==> config.mk <==
export PLATFORM = sky130hd
export DESIGN_NAME = uart_rx_flat
export DESIGN_NICKNAME = d
export VERILOG_FILES = /design/src/rtl/uart_rx_pkg.sv /design/src/rtl/uart_rx_if.sv /design/src/rtl/uart_rx_sync.sv /design/src/rtl/uart_rx.sv /design/src/flat_wrapper.sv
export SDC_FILE = /design/constraint.sdc
export NUM_CORES = 1
export LEC_CHECK = 0
export CAP_MARGIN = 10
export CORE_MARGIN = 1.5
export CORE_UTILIZATION = 48
export CTS_CLUSTER_DIAMETER = 30
export DETAILED_ROUTE_END_ITERATION = 10
export PLACE_DENSITY = 0.76
export SYNTH_ARGS = -nofsm -noshare
export SYNTH_HDL_FRONTEND = slang
export SYNTH_HIERARCHICAL = 1
export SYNTH_SLANG_ARGS = --single-unit
==> constraint.sdc <==
create_clock -name clk -period 1.76 [get_ports clk]
set_clock_uncertainty 0.2 [all_clocks]
set_input_delay 0.44 -clock clk [delete_from_list [all_inputs] [get_ports clk]]
set_output_delay 0.44 -clock clk [all_outputs]
set_load 0.02 [all_outputs]
==> src/rtl/uart_rx_pkg.sv <==
// Shared types and constants for the UART receive path.
// No logic; pure declarations.
// Optional parity build selected with UART_RX_PARITY_EN.
package uart_rx_pkg;

  localparam int UART_DATA_W    = 8;
  localparam int OVERSAMPLE_DEF = 16;

  typedef enum logic [2:0] {
    IDLE   = 3'd0,
    START  = 3'd1,
    DATA   = 3'd2,
    PARITY = 3'd3,
    STOP   = 3'd4
  } rx_state_t;

endpackage

==> src/rtl/uart_rx_if.sv <==
// Bundle of the receiver's tick/pad/FIFO-side signals.
// master = receiver (drives byte and status), slave = surrounding peripheral.
// No flow control: fifo_full is a status input only.
interface uart_rx_if import uart_rx_pkg::*; ();

  logic                   b_tick;
  logic                   rxd;
  logic                   fifo_full;
  logic [UART_DATA_W-1:0] rx_data;
  logic                   rx_done;
  logic                   rx_busy;
  logic                   frame_err;
  logic                   overrun;
  logic                   parity_err;

  modport master (
    input  b_tick, rxd, fifo_full,
    output rx_data, rx_done, rx_busy, frame_err, overrun, parity_err
  );

  modport slave (
    output b_tick, rxd, fifo_full,
    input  rx_data, rx_done, rx_busy, frame_err, overrun, parity_err
  );

endinterface

==> src/rtl/uart_rx_sync.sv <==
// Two-flop synchroniser for the asynchronous rxd pad, resets to idle-high.
// Latency: 2 clk.
// No backpressure.
module uart_rx_sync (
  input  logic clk,
  input  logic rst,
  input  logic d_i,
  output logic q_o
);

  logic [1:0] sync_q;

  // shift the pad value through two flops; reset to 1 so no false start bit
  always_ff @(posedge clk or posedge rst) begin
    if (rst) sync_q <= 2'b11;
    else     sync_q <= {sync_q[0], d_i};
  end

  assign q_o = sync_q[1];

endmodule

==> src/rtl/uart_rx.sv <==
// 16x-oversampled 8N1 UART receiver (8E1/8O1 when UART_RX_PARITY_EN is defined).
// Latency: rx_done one clk after the stop-bit centre tick (+2 clk pad sync).
// No backpressure: a byte completed while fifo_full=1 is still strobed and flagged as overrun.
module uart_rx import uart_rx_pkg::*; #(
  parameter int OVERSAMPLE = OVERSAMPLE_DEF
`ifdef UART_RX_PARITY_EN
  , parameter bit PARITY_ODD = 1'b0
`endif
) (
  input  logic      clk,
  input  logic      rst,
  uart_rx_if.master bus
);

  // tick_cnt is a fixed 4-bit counter; centre and end-of-bit match points
  localparam logic [3:0] TICK_MID  = 4'(OVERSAMPLE / 2 - 1);
  localparam logic [3:0] TICK_LAST = 4'(OVERSAMPLE - 1);
  localparam logic [2:0] BIT_LAST  = 3'(UART_DATA_W - 1);

  localparam logic [2:0] S_IDLE   = IDLE;
  localparam logic [2:0] S_START  = START;
  localparam logic [2:0] S_DATA   = DATA;
  localparam logic [2:0] S_STOP   = STOP;
`ifdef UART_RX_PARITY_EN
  localparam logic [2:0] S_PARITY = PARITY;
`endif

  logic rx_s;

  uart_rx_sync u_sync (
    .clk (clk),
    .rst (rst),
    .d_i (bus.rxd),
    .q_o (rx_s)
  );

  logic [2:0]             state_q, state_d;
  logic [3:0]             tick_q,  tick_d;
  logic [2:0]             bit_q,   bit_d;
  logic [UART_DATA_W-1:0] sr_q,    sr_d;
  logic [UART_DATA_W-1:0] data_q,  data_d;
  logic                   done_q,  done_d;
  logic                   ferr_q,  ferr_d;
  logic                   ovr_q,   ovr_d;
`ifdef UART_RX_PARITY_EN
  logic                   pflag_q, pflag_d;
  logic                   perr_q,  perr_d;
`endif

  // next-state logic: everything holds except on b_tick; pulses default low
  always_comb begin
    state_d = state_q;
    tick_d  = tick_q;
    bit_d   = bit_q;
    sr_d    = sr_q;
    data_d  = data_q;
    done_d  = 1'b0;
    ferr_d  = 1'b0;
    ovr_d   = 1'b0;
`ifdef UART_RX_PARITY_EN
    pflag_d = pflag_q;
    perr_d  = 1'b0;
`endif
    if (bus.b_tick) begin
      case (state_q)
        S_IDLE: begin
          if (!rx_s) begin
            state_d = S_START;
            tick_d  = 4'd0;
          end
        end
        S_START: begin
          if (tick_q == TICK_MID) begin
            // low at mid start bit confirms a real frame; high was a glitch
            if (!rx_s) begin
              state_d = S_DATA;
              tick_d  = 4'd0;
              bit_d   = 3'd0;
            end else begin
              state_d = S_IDLE;
            end
          end else begin
            tick_d = tick_q + 4'd1;
          end
        end
        S_DATA: begin
          if (tick_q == TICK_LAST) begin
            sr_d   = {rx_s, sr_q[UART_DATA_W-1:1]};
            tick_d = 4'd0;
            if (bit_q == BIT_LAST) begin
`ifdef UART_RX_PARITY_EN
              state_d = S_PARITY;
`else
              state_d = S_STOP;
`endif
            end else begin
              bit_d = bit_q + 3'd1;
            end
          end else begin
            tick_d = tick_q + 4'd1;
          end
        end
`ifdef UART_RX_PARITY_EN
        S_PARITY: begin
          if (tick_q == TICK_LAST) begin
            pflag_d = ((^sr_q) ^ rx_s) != PARITY_ODD;
            tick_d  = 4'd0;
            state_d = S_STOP;
          end else begin
            tick_d = tick_q + 4'd1;
          end
        end
`endif
        S_STOP: begin
          if (tick_q == TICK_LAST) begin
            tick_d  = 4'd0;
            state_d = S_IDLE;
            if (rx_s) begin
`ifdef UART_RX_PARITY_EN
              if (pflag_q) begin
                perr_d = 1'b1;
              end else begin
                data_d = sr_q;
                done_d = 1'b1;
                ovr_d  = bus.fifo_full;
              end
`else
              data_d = sr_q;
              done_d = 1'b1;
              ovr_d  = bus.fifo_full;
`endif
            end else begin
              // bad stop bit wins over any parity result
              ferr_d = 1'b1;
            end
          end else begin
            tick_d = tick_q + 4'd1;
          end
        end
        default: begin
          state_d = S_IDLE;
          tick_d  = 4'd0;
        end
      endcase
    end
  end

  // state and datapath registers; reset aborts any frame in flight
  always_ff @(posedge clk or posedge rst) begin
    if (rst) begin
      state_q <= S_IDLE;
      tick_q  <= 4'd0;
      bit_q   <= 3'd0;
      sr_q    <= '0;
      data_q  <= '0;
      done_q  <= 1'b0;
      ferr_q  <= 1'b0;
      ovr_q   <= 1'b0;
`ifdef UART_RX_PARITY_EN
      pflag_q <= 1'b0;
      perr_q  <= 1'b0;
`endif
    end else begin
      state_q <= state_d;
      tick_q  <= tick_d;
      bit_q   <= bit_d;
      sr_q    <= sr_d;
      data_q  <= data_d;
      done_q  <= done_d;
      ferr_q  <= ferr_d;
      ovr_q   <= ovr_d;
`ifdef UART_RX_PARITY_EN
      pflag_q <= pflag_d;
      perr_q  <= perr_d;
`endif
    end
  end

  assign bus.rx_data   = data_q;
  assign bus.rx_done   = done_q;
  assign bus.rx_busy   = (state_q != S_IDLE);
  assign bus.frame_err = ferr_q;
  assign bus.overrun   = ovr_q;
`ifdef UART_RX_PARITY_EN
  assign bus.parity_err = perr_q;
`else
  assign bus.parity_err = 1'b0;
`endif

endmodule

==> src/flat_wrapper.sv <==
// flat-port wrapper written by rule: the top's interface ports become plain ports
module uart_rx_flat import uart_rx_pkg::*;
#(
  parameter int OVERSAMPLE = OVERSAMPLE_DEF

)
  (clk, rst, bus_b_tick, bus_rxd, bus_fifo_full, bus_rx_data, bus_rx_done, bus_rx_busy, bus_frame_err, bus_overrun, bus_parity_err);
  uart_rx_if bus_i ();
  input  logic clk;
  input  logic rst;
  input wire logic [$bits(bus_i.b_tick)-1:0] bus_b_tick;
  input wire logic [$bits(bus_i.rxd)-1:0] bus_rxd;
  input wire logic [$bits(bus_i.fifo_full)-1:0] bus_fifo_full;
  output wire logic [$bits(bus_i.rx_data)-1:0] bus_rx_data;
  output wire logic [$bits(bus_i.rx_done)-1:0] bus_rx_done;
  output wire logic [$bits(bus_i.rx_busy)-1:0] bus_rx_busy;
  output wire logic [$bits(bus_i.frame_err)-1:0] bus_frame_err;
  output wire logic [$bits(bus_i.overrun)-1:0] bus_overrun;
  output wire logic [$bits(bus_i.parity_err)-1:0] bus_parity_err;
  assign bus_i.b_tick = bus_b_tick;
  assign bus_i.rxd = bus_rxd;
  assign bus_i.fifo_full = bus_fifo_full;
  assign bus_rx_data = bus_i.rx_data;
  assign bus_rx_done = bus_i.rx_done;
  assign bus_rx_busy = bus_i.rx_busy;
  assign bus_frame_err = bus_i.frame_err;
  assign bus_overrun = bus_i.overrun;
  assign bus_parity_err = bus_i.parity_err;
  uart_rx #(.OVERSAMPLE(OVERSAMPLE)) u_core (.clk(clk), .rst(rst), .bus(bus_i));
endmodule
[After elaboration in Yosys (flattened, before gate mapping)]
Cells that the tools add are included.
Storage, ports and cells
  register bits: 31
  output and inout port bits: 13
Cells by class
  add/subtract/negate cells: 2
  equal/unequal tests: 13
  mux-type cells: 28
  reductions and logical operators: 8
Operators by type and width (number)
  two-way mux 3 bit: 9
  two-way mux 1 bit: 12
  two-way mux 4 bit: 3
  one-hot mux 3 bit (4 select lines): 1
  one-hot mux 4 bit (3 select lines): 1
  AND reduction 6 bit: 2
  inequality test 2 x 1 -> 1 bit, second input constant: 4
  equality test 3 bit, second input constant: 2
  inequality test 2 bit, second input constant: 3
  one-hot mux 3 bit (2 select lines): 1
  adder 4 x 1 -> 4 bit, second input constant: 1
  equality test 4 x 3 -> 1 bit, second input constant: 1
  equality test 4 bit, second input constant: 1
  AND reduction 4 bit: 1
  adder 3 x 1 -> 3 bit, second input constant: 1
  equality test 3 x 1 -> 1 bit, second input constant: 1
  equality test 3 x 2 -> 1 bit, second input constant: 1
  logical NOT 3 bit: 1
  AND reduction 3 bit: 1
  nonzero test 3 bit: 1
  two-way mux 2 bit: 1
  nonzero test 2 bit: 1
  OR reduction 2 bit: 1

[Depth between registers and ports, before layout]
  word-level depth: 4
  gate-level depth with buffers: 5

[Hierarchy]
Netlist, hierarchy kept.
Modules (own cells, without submodules)
  uart_rx: times used 1, cells an instance 117, area each 1383.8 µm², sequential area each 725.7 µm²
  uart_rx_sync: times used 1, cells an instance 3, area each 56.3 µm², sequential area each 52.6 µm²

[Least setup slack after synthesis]
No wires, ideal clock.
  kind: flip-flop to flip-flop
  from: register u_core.tick_q[0]
  to: register u_core.data_q[0], in the netlist u_core/bus.rx_data[0]
  library setup time: 125 ps
  arrival time: 1543 ps
  data required time: 1435 ps
  path slack: -107 ps
  stages on the path, launching flop included: 6
  buffers on the path: 0
  cells stage by stage: dfrtp_1 ha_1 and3_1 and4_1 nand2_2 mux2_2
Between the ends
  longest elaborated chain between the ends: 2
RTL lines
  from (decl): line uart_rx.sv:38  | logic [3:0] tick_q, tick_d;
  from (signal assigned): line uart_rx.sv:165  | tick_q <= tick_d;
  equality test 4 bit: line uart_rx.sv:115  | if (tick_q == TICK_LAST) begin
  AND reduction 4 bit (no line)
  to (signal assigned): line uart_rx.sv:168  | data_q <= data_d;
  to (decl): line uart_rx.sv:41  | logic [UART_DATA_W-1:0] data_q, data_d;
Every way passes these cells.
A chain may end at the register's enable or synchronous reset.

[Final worst setup path]
  from: register u_core.state_q[2]
  to: register u_core.bit_q[2]
Between the ends
  longest elaborated chain between the ends: 3
  elaborated cells between the ends (all ways): 9
RTL lines
  from (decl): line uart_rx.sv:37  | logic [2:0] state_q, state_d;
  from (signal assigned): line uart_rx.sv:164  | state_q <= state_d;
  equality test 3 x 2 -> 1 bit or equality test 3 x 1 -> 1 bit (tied branches): line uart_rx.sv:65  | case (state_q)
  inequality test 2 x 1 -> 1 bit (no line), or another cell as far along
  AND reduction 6 bit (no line)
  to (signal assigned): line uart_rx.sv:166  | bit_q <= bit_d;
  to (decl): line uart_rx.sv:39  | logic [2:0] bit_q, bit_d;
Several ways; a longest one is shown, not always the timed one.

==> results.json <==
{
  "htree_levels": 2,
  "die_w_um": 57.8,
  "synth.largest_area_cell": "dfrtp_1",
  "drt-total-wl_um": 2880,
  "min_from": "u_core/u_sync/sync_q[0]",
  "holdPathStages": 0,
  "start_util_pct": 51.3,
  "cts_buffers": 5,
  "fin_util_pct": 70.8,
  "yosys_warnings": 6,
  "cp.required_ns": 1.78,
  "dp_hpwl_um": 2030,
  "final_cell_mix": "dfrtp_1 (29), buf_4 (22), mux2_2 (17), dlygate4sd2_1 (11), inv_1 (9)",
  "clock_sinks": 31,
  "ios": 18,
  "synth_compound_area_share_pct": 8.08,
  "period_needed_ns": 1.92,
  "fin_cells": 198,
  "clk_latency_ns": 0.33,
  "r2r_end": "u_core/bit_q[2]",
  "coreArea_mm2": 0.00281,
  "ys_ff_latch": 31,
  "whs_ns": 0.163,
  "grt_overflow": 0,
  "die_area_mm2": 0.00334,
  "area_growth_pct": 38.0,
  "synth_nets": 128,
  "syn_area_mm2": 0.00144,
  "rsz0062_at_grt": "yes",
  "placed_cells": 183,
  "syn_inst": 120,
  "synthSimpleGateAreaFrac_pct": 12.0,
  "endpoint_kind": "flip-flop",
  "drt_iter0_markers": 33,
  "cts_root_buffer": "clkbuf_4",
  "crit_arrival_ns": 1.95,
  "final-hold-violation-count": 0,
  "crit_fanout": 3,
  "period_share_pct": 109,
  "async_flop_share_pct": 100,
  "cts_tree": "built",
  "antennaDiodeCount": 0,
  "hold_buffers": 0,
  "row_count": 19,
  "r2r_start": "u_core/state_q[2]",
  "num_vias": 1082,
  "synth_top_family_by_area": "multiplexers",
  "layout.nets": 174,
  "synth_xor_area_share_pct": 1.82,
  "mostFrequentLayoutCell": "dfrtp_1",
  "fmax_mhz": 520,
  "start_kind": "flip-flop",
  "drtAntennaViolNets": 0,
  "tns_ns": -0.737,
  "ys_types": 40,
  "hold_end": "u_core/u_sync/sync_q[1]",
  "grt_max_degree": 30,
  "setup-violations-final": 7,
  "powerDensity_mw_per_mm2": 1080,
  "track_usage_pct": 19.6,
  "synthAdderAreaFrac_pct": 2.61,
  "portBuffers": 16,
  "reg2reg_setup_slack_ns": -0.16,
  "crit_type": "reg -> reg",
  "finalWeightedCongestion": 0.746,
  "wl_per_cell_um": 14.6,
  "synthTopCellsByArea": "dfrtp_1 (50%), mux2_2 (13%), dfstp_2 (3.6%), mux2_4 (3.1%), ha_1 (2.6%)",
  "reg2reg_depth": 5,
  "viasPerCell": 5.46,
  "drcViolationCount": 1,
  "chipHeight_um": 57.8,
  "irDropWorstVdd_mv": 0.701,
  "drt_first_pass_iters": 7,
  "clk_pin_slew_ns": 0.10,
  "synth.area.mux_share_pct": 17.1,
  "drive_above_1_share_pct": 43.7,
  "hold_class": "reg -> reg",
  "drv_cap": 0,
  "violations": "DRC, setup timing",
  "synth-edff-count": 0,
  "grt_pass1_vias": 1086,
  "final-max-slew-violation-count": 0,
  "p_leak_uw": 0.00107,
  "fillCellCount": 195,
  "synth_top_area_share_pct": 50.4,
  "cts_buffer_depth": 2,
  "ys_seq_area_share_pct": 54.0,
  "syn_area_per_cell_um2": 12.0,
  "p_total_uw": 2140,
  "outcome": "complete, but fails checks",
  "antenna_found_initial": 0,
  "grt_pass1_wl_um": 4790,
  "fin_ws_ns": -0.162,
  "synth_ff_type": "dfrtp_1"
}
[stage by stage]
step	setup WS (ns)	instance area, um2
after floorplan	-0.00300	1460
after global placement	-0.187	1800
after detailed placement	-0.230	1800
after CTS	-0.161	1880
after global routing	-0.204	1990
final	-0.162	1990
[metal layers]
| metal | share of wire [%] | up-vias | global-route usage (%) |
|---|---|---|---|
| met5 | 0 | - | 0 |
| met3 | 3.7 | 4 | 6.70 |
| met4 | 1.5 | 0 | 8.97 |
| met1 | 40 | 546 | 22.2 |
| met2 | 54 | 17 | 33.4 |
| li1 | - | 515 | - |
[cell families (layout without fill, tap and decap cells)]
kind of cell | count (synthesis) | count (layout)
flops | 31 | 31
mux | 21 | 21
xor+xnor | 3 | 3
other cells | 1 | 1
buf+inv | 14 | 60
simple gates | 30 | 31
compound gates | 17 | 17
fa+ha+maj | 3 | 3
[sequential cells by signal, summed over array words and instances, names as in the netlist]
name                  flops
u_core/u_sync/sync_q      2
u_core/sr_q               8
u_core/bus.rx_done        1
u_core/bus.frame_err      1
u_core/state_q            3
u_core/bus.rx_data        8
u_core/bit_q              3
u_core/bus.overrun        1
u_core/tick_q             4
[worst max-delay path, cell delays in order (launching register included)]
cell     delay [ns]
dfrtp_1        0.39
buf_4          0.14
or3b_4         0.41
o21a_1         0.22
o21a_2         0.16
mux2_4         0.30
[report_power, final]
part / switching, uW / total [uW] / internal, uW
registers: 59.0 / 839 / 780
logic: 366 / 822 / 456
clock network: 245 / 479 / 233
total: 670 / 2140 / 1470
[repair_timing]
item                                   CTS  global route
endpoints found under the hold margin    0             0
resized for setup                       22            13
setup endpoints to repair               37            26
buffers inserted                         1             5
gates cloned                             0             1
pin swaps                                2            10
[worst max path at each step]
stage                            from              end  slack (ns)
floorplan           u_core/state_q[2]  u_core/bit_q[0]      -0.003
global placement           bus_b_tick  u_core/bit_q[1]       -0.19
detailed placement         bus_b_tick  u_core/bit_q[1]       -0.23
CTS                 u_core/state_q[2]      bus_rx_busy       -0.16
global route        u_core/state_q[2]  u_core/bit_q[2]       -0.20
finish              u_core/state_q[2]  u_core/bit_q[2]       -0.16
[layout make-up]
class | count | area (um2) | area share (%)
clock buffer | 7 | 65.1 | 3.27
clock inverter | 1 | 7.51 | 0.378
inverter | 9 | 33.8 | 1.70
multi-input combinational | 76 | 682 | 34.3
sequential | 31 | 778 | 39.2
tap | 31 | 38.8 | 1.95
timing repair buffer | 43 | 382 | 19.2
[Yosys cell counts, drive strengths merged, types with 3 or more instances]
master,count
inv,9
ha,3
nand2,7
and3,5
dfrtp,29
mux2,20
nor2,6
o21ai,5
buf,4
Power figures use the tool's default switching activity.
